--- src/rtl/mem_store_unit_pkg.sv ---
// Shared RISC-V store types: funct3 store widths, store-engine states and the
// width-to-byte-count lookup used by the store unit and the decoder.
package mem_store_unit_pkg;

  typedef enum logic [2:0] {
    SB = 3'b000,
    SH = 3'b001,
    SW = 3'b010
  } store_width_t;

  typedef enum logic [1:0] {
    IDLE,
    WRITE,
    DONE
  } store_state_t;

  // Zero marks an invalid funct3, so one lookup serves as both count and validity check.
  function automatic logic [2:0] store_bytes(input store_width_t w);
    case (w)
      SB:      store_bytes = 3'd1;
      SH:      store_bytes = 3'd2;
      SW:      store_bytes = 3'd4;
      default: store_bytes = 3'd0;
    endcase
  endfunction

endpackage

--- src/rtl/mem_store_unit.sv ---
// Byte-serial SB/SH/SW store engine: writes the low 1/2/4 bytes of a register
// value little-endian into byte-wide memory, one byte per clock.
module mem_store_unit
  import mem_store_unit_pkg::*;
#(
  parameter int ADDR_W = 32,
  parameter int DATA_W = 32
) (
  input  logic              clk,
  input  logic              rst,
  input  logic              start,
  input  logic [2:0]        width,
  input  logic [ADDR_W-1:0] addr,
  input  logic [DATA_W-1:0] data,
  output logic              busy,
  output logic              done,
  output logic              error,
  output logic              mem_we,
  output logic [ADDR_W-1:0] mem_addr,
  output logic [7:0]        mem_wdata
);

  store_state_t      state;
  logic [1:0]        idx;
  logic [2:0]        nbytes;
  logic [ADDR_W-1:0] addr_q;
  logic [DATA_W-1:0] data_q;
  logic              error_q;
  logic [2:0]        req_bytes;

  assign req_bytes = store_bytes(store_width_t'(width));

  // NOTE: all state uses non-blocking assignments so every register samples
  // pre-edge values; blocking here would let later statements see new values.
  always_ff @(posedge clk) begin
    if (rst) begin
      state   <= IDLE;
      idx     <= 2'd0;
      nbytes  <= 3'd0;
      addr_q  <= '0;
      data_q  <= '0;
      error_q <= 1'b0;
    end else begin
      error_q <= 1'b0;
      case (state)
        IDLE: begin
          if (start) begin
            if (req_bytes != 3'd0) begin
              addr_q <= addr;
              data_q <= data;
              nbytes <= req_bytes;
              idx    <= 2'd0;
              state  <= WRITE;
            end else begin
              error_q <= 1'b1;
            end
          end
        end
        WRITE: begin
          if ({1'b0, idx} == nbytes - 3'd1) begin
            state <= DONE;
          end else begin
            idx <= idx + 2'd1;
          end
        end
        DONE: begin
          idx   <= 2'd0;
          state <= IDLE;
        end
        default: state <= IDLE;
      endcase
    end
  end

  // Address arithmetic wraps at 2^ADDR_W, so a store may straddle the top of memory.
  assign mem_we    = (state == WRITE);
  assign mem_addr  = addr_q + ADDR_W'(idx);
  assign mem_wdata = data_q[{idx, 3'b000} +: 8];
  assign busy      = (state == WRITE) || (state == DONE);
  assign done      = (state == DONE);
  assign error     = error_q;

endmodule
--- config.mk ---
export PLATFORM = sky130hd
export DESIGN_NAME = mem_store_unit
export DESIGN_NICKNAME = d
export VERILOG_FILES = /design/src/rtl/mem_store_unit_pkg.sv /design/src/rtl/mem_store_unit.sv
export SDC_FILE = /design/constraint.sdc
export NUM_CORES = 1
export LEC_CHECK = 0
export ABC_CLOCK_PERIOD_IN_PS = 2600
export BUFFER_PORTS_ARGS = -buffer_cell sky130_fd_sc_hd__buf_4
export CORE_MARGIN = 1.5
export CORE_UTILIZATION = 44
export DETAILED_ROUTE_END_ITERATION = 7
export MAX_ROUTING_LAYER = met4
export PLACE_DENSITY_LB_ADDON = 0.25
export SETUP_SLACK_MARGIN = 0.02
export SYNTH_ARGS = -nofsm -noshare
export SYNTH_HDL_FRONTEND = slang
export SYNTH_SLANG_ARGS = --single-unit
--- constraint.sdc ---
create_clock -name clk -period 2.6 [get_ports clk]
set_input_delay 0.26 -clock clk [delete_from_list [all_inputs] [get_ports clk]]
set_output_delay 0.26 -clock clk [all_outputs]
set_load 0.05 [all_outputs]
# Word-level counts from Yosys, hierarchy flattened
# Cells that the tools add are included.
# classes
add_sub_neg	3
mul	0
n_div	0
order_cmp	0
eq_ne	9
n_shift	1
n_mux	10
n_bitwise	2
n_reduce_logical	9
# ops
op	count
$add A32 B2 Y32	1
$shiftx A32 B6 Y8	1
$mux W2	6
$pmux W3 S3	1
$ne A2 B2 Y1 const B	3
$pmux W2 S3	1
$reduce_and A3 Y1	2
$reduce_bool A3 Y1	2
$pmux W2 S2	1
$reduce_and A4 Y1	1
$eq A2 B3 Y1	1
$eq A3 B1 Y1 const B	1
$eq A3 B2 Y1 const B	1
$logic_not A3 Y1	1
$reduce_or A3 Y1	1
$sub A3 B1 Y3 const B	1
$add A2 B1 Y2 const B	1
$eq A2 B1 Y1 const B	1
$eq A2 B2 Y1 const B	1
$logic_not A2 Y1	1
$ne A2 B1 Y1 const B	1
$not A1 Y1	2
$logic_or A1 B1 Y1	1
$mux W1	1
# word_totals
register_bits	72
latchBits	0
ramBits	0
rom_bits	0
inputBits	70
mem_count	0

# Depth between registers and ports, before layout
# logic_depth
ltp_word	6
mapped_depth	8
ltp_nobuf	7

# Worst setup path before layout
# OpenSTA, ideal clock, no wires.
# synth_timing
kind	flip-flop to output port
from	reg idx[1]
to	out mem_addr[16]
arrival_time_ns	2.768
t_required_ns	2.340
setup_slack_ns	-0.428
stages_incl_launch_ff	9
n_path_buf	2
path_cell_list	dfxtp_1 clkbuf_1 inv_1 fa_1 and4b_1 nand3_1 buf_2 nor3_1 xor2_1
# synth_between
elab_chain_cells	1
# synth_lines
element	line_no	text
start, declared	mem_store_unit.sv:24	logic [1:0] idx;
start signal, assigned	mem_store_unit.sv:63	idx <= idx + 2'd1;
$add A32 B2 Y32	mem_store_unit.sv:77	assign mem_addr = addr_q + ADDR_W'(idx);
end, declared	mem_store_unit.sv:19	output logic [ADDR_W-1:0] mem_addr,
# Every way passes these cells.

# Worst setup path in the final report
# layout_timing
from	reg idx[0]
to	out mem_addr[24]
# Same word-level chain as after synthesis.

==> results.cfg <==
[status]
status = complete, but fails checks
violations = setup timing

[final_layout]
antenna_cells = 0
drive_gt1_frac = 0.334
syn_to_final_growth_pct = 43.2
multi_input_area_um2 = 2170
stdcell_count = 662
seq_area_um2 = 1440
nFillCells = 660
fin_area_um2 = 5060
nets = 634

[sta]
clock.fmax_mhz = 376
relSlewSlack = 0.509
drv_slew = 0
skew_ps = 8.92
finalSetupTns_ps = -130
tightest_slew_ps = 737
worst_slack_ps = -62.9
period_minus_slack_ps = 2660
grt_setup_unrepaired = true
finalHoldViolations = 0
fin_crit_sh = 1.02
finalSetupViolations = 7

[min_path]
min_path_type = in -> reg
hold_path_depth = 3

[logic_synthesis]
ys_types = 38
avgSynthCellArea_um2 = 8.00
yosysSeqAreaShare = 0.408
yosysWarningCount = 0
syn_inst = 442
async_flop_share = 0
yosys.cell_count.top_type = nand2_1
netlist_area_um2 = 3540
synth_commonest_cells = nand2_1 (139), dfxtp_1 (72), a21oi_1 (66), nor3_1 (18)
synth_edf_count = 0
synth_area_leader_cell = dfxtp_1
synth_area_leaders = dfxtp_1 (41%), nand2_1 (15%), a21oi_1 (9.3%)
synth_nets = 521
synth.ff_latch_count = 72
yosysTopAreaCellShare = 0.408
yosys_most_used_dff = dfxtp_1

[grt]
grt_pass1_vias = 3047
grt_pass1_wl_um = 14100
grt_max_degree = 75
antenna_found_initial = 0
grt.overflow.total = 0
track_usage = 0.213

[placed_design]
pre_cts_ws_ps = 85.2
dp.cells = 636
gp_congestion = 0.828
place_hpwl_um = 5980
placed_cell_area_um2 = 4620
io_buffers = 113

[floorplanning]
placementRows = 32
chipWidth_um = 92.6
initial_core_util = 0.455
dieHeight_um = 92.6
dieArea_um2 = 8580
coreArea_um2 = 7770
io_pins = 114

[drt]
via_count = 3311
avgRoutedWirePerCell_um = 13.2
via_per_inst = 5.00
wl_met3_um = 415
drcViolationCount = 0
dr.first_iter.drc_count = 87
firstDrtPassIters = 4
drt_wl_total_um = 8720
met2WireLength_um = 4250
drtAntennaViolNets = 0
m1WireLength_um = 3890
top_layer_used = met4

[critical_path]
worstPathMaxFanout = 6
critPathArrivalTime_ps = 2400
cp-start-kind = flip-flop
cp.required_ps = 2340
worstRegToRegCells = 7
worstSetupPathType = reg -> out
endpoint_kind = primary output
rrSetupSlack_ps = 630

[cts]
root_buffer = clkbuf_8
hold_buffers = 0
path_clk_slew_ps = 80
cts_buffers = 9
cts_buffer_depth = 2
cts_tree = built
cts_max_level = 3
insertion_delay_ps = 330
clock-sinks = 72

[pwr]
powerDensity_nw_per_um2 = 581
leakage_nw = 2.17
peakVddDrop_v = 0.000386

[run]
maxCapViolCount = 0
[kinds of logic after synthesis]
group | synth area share
fa+ha+maj | 0.0340
flops | 0.408
mux | 0.0566
buf+inv | 0.0545
xor+xnor | 0.0817
simple gates | 0.252
compound gates | 0.114
[sequential cells by signal, summed over array words and instances (netlist names)]
| name | cells |
|---|---|
| error | 1 |
| state | 2 |
| addr_q | 32 |
| data_q | 32 |
| idx | 2 |
| nbytes | 3 |
[worst max-delay path, cell delays in order, from the launching register on]
cell and delay, ps:
dfxtp_2 350, ha_4 140, inv_2 30, fa_2 330
and4b_2 330, nand3_4 120, buf_8 180, nor3_4 250
xor2_4 160, buf_6 170
[final timing paths]
| check | startpoint | endpoint |
|---|---|---|
| hold / removal | addr[22] | addr_q[22]$_SDFFE_PP0P_ |
| setup / recovery | idx[0]$_SDFFE_PP0P_ | mem_addr[24] |
| setup reg to reg | state[0]$_SDFFE_PP0P_ | addr_q[30]$_SDFFE_PP0P_ |
| hold reg to reg | data_q[10]$_SDFFE_PP0P_ | data_q[10]$_SDFFE_PP0P_ |
[stage by stage]
stage / hold WS [ps] / util / power (mW)
floorplan: 391 / - / 1.83
global placement: 440 / 0.595 / 2.08
detailed placement: 447 / 0.595 / 2.09
CTS: 142 / 0.644 / 2.98
global route: 149 / 0.652 / 3.10
finish: 163 / 0.652 / 2.94
[where the power goes]
group / internal, mW / switching [mW]
Sequential: 1.19 / 0.0735
Combinational: 0.321 / 0.499
Clock: 0.468 / 0.395
Total: 1.97 / 0.968
[layout by cell type (no fill, tap or decap), types with 2 or more instances in the layout]
master and instances:
xor2_1 11, nor3_4 7, mux2i_1 2, nor3_1 9, xnor2_2 5, buf_4 113
or3_1 2, nand2b_1 4, nor2_2 2, clkinv_2 2, buf_6 11, nand2_1 139
inv_1 16, xor2_4 5, mux4_2 8, and4_1 4, a21oi_1 66, nor3_2 2
nand4_1 4, buf_12 2, dfxtp_2 2, clkbuf_8 10, ha_1 7, nand3_1 6
nor2_1 11, dfxtp_1 70, xnor2_1 11
[routing by layer]
metal / GRT usage / vias up
met4: 0.0909 / 0
met3: 0.0328 / 10
li1: - / 1690
met5: - / -
met1: 0.274 / 1526
met2: 0.335 / 85
[what timing repair did]
item,in CTS,in global routing
setup endpoints to repair,11,19
pin swaps,4,8
gates cloned,1,1
resized for setup,30,7
buffers inserted,3,5
[area by class of cell]
class                   instances  area share
inverters                      17      0.0126
flip-flops and latches         72       0.285
clock inverters                 5      0.0111
clock buffers                  11      0.0279
well taps                     102      0.0252
repair buffers                129       0.209
multi-input cells             326       0.429
(Power assumes the default switching activity.)
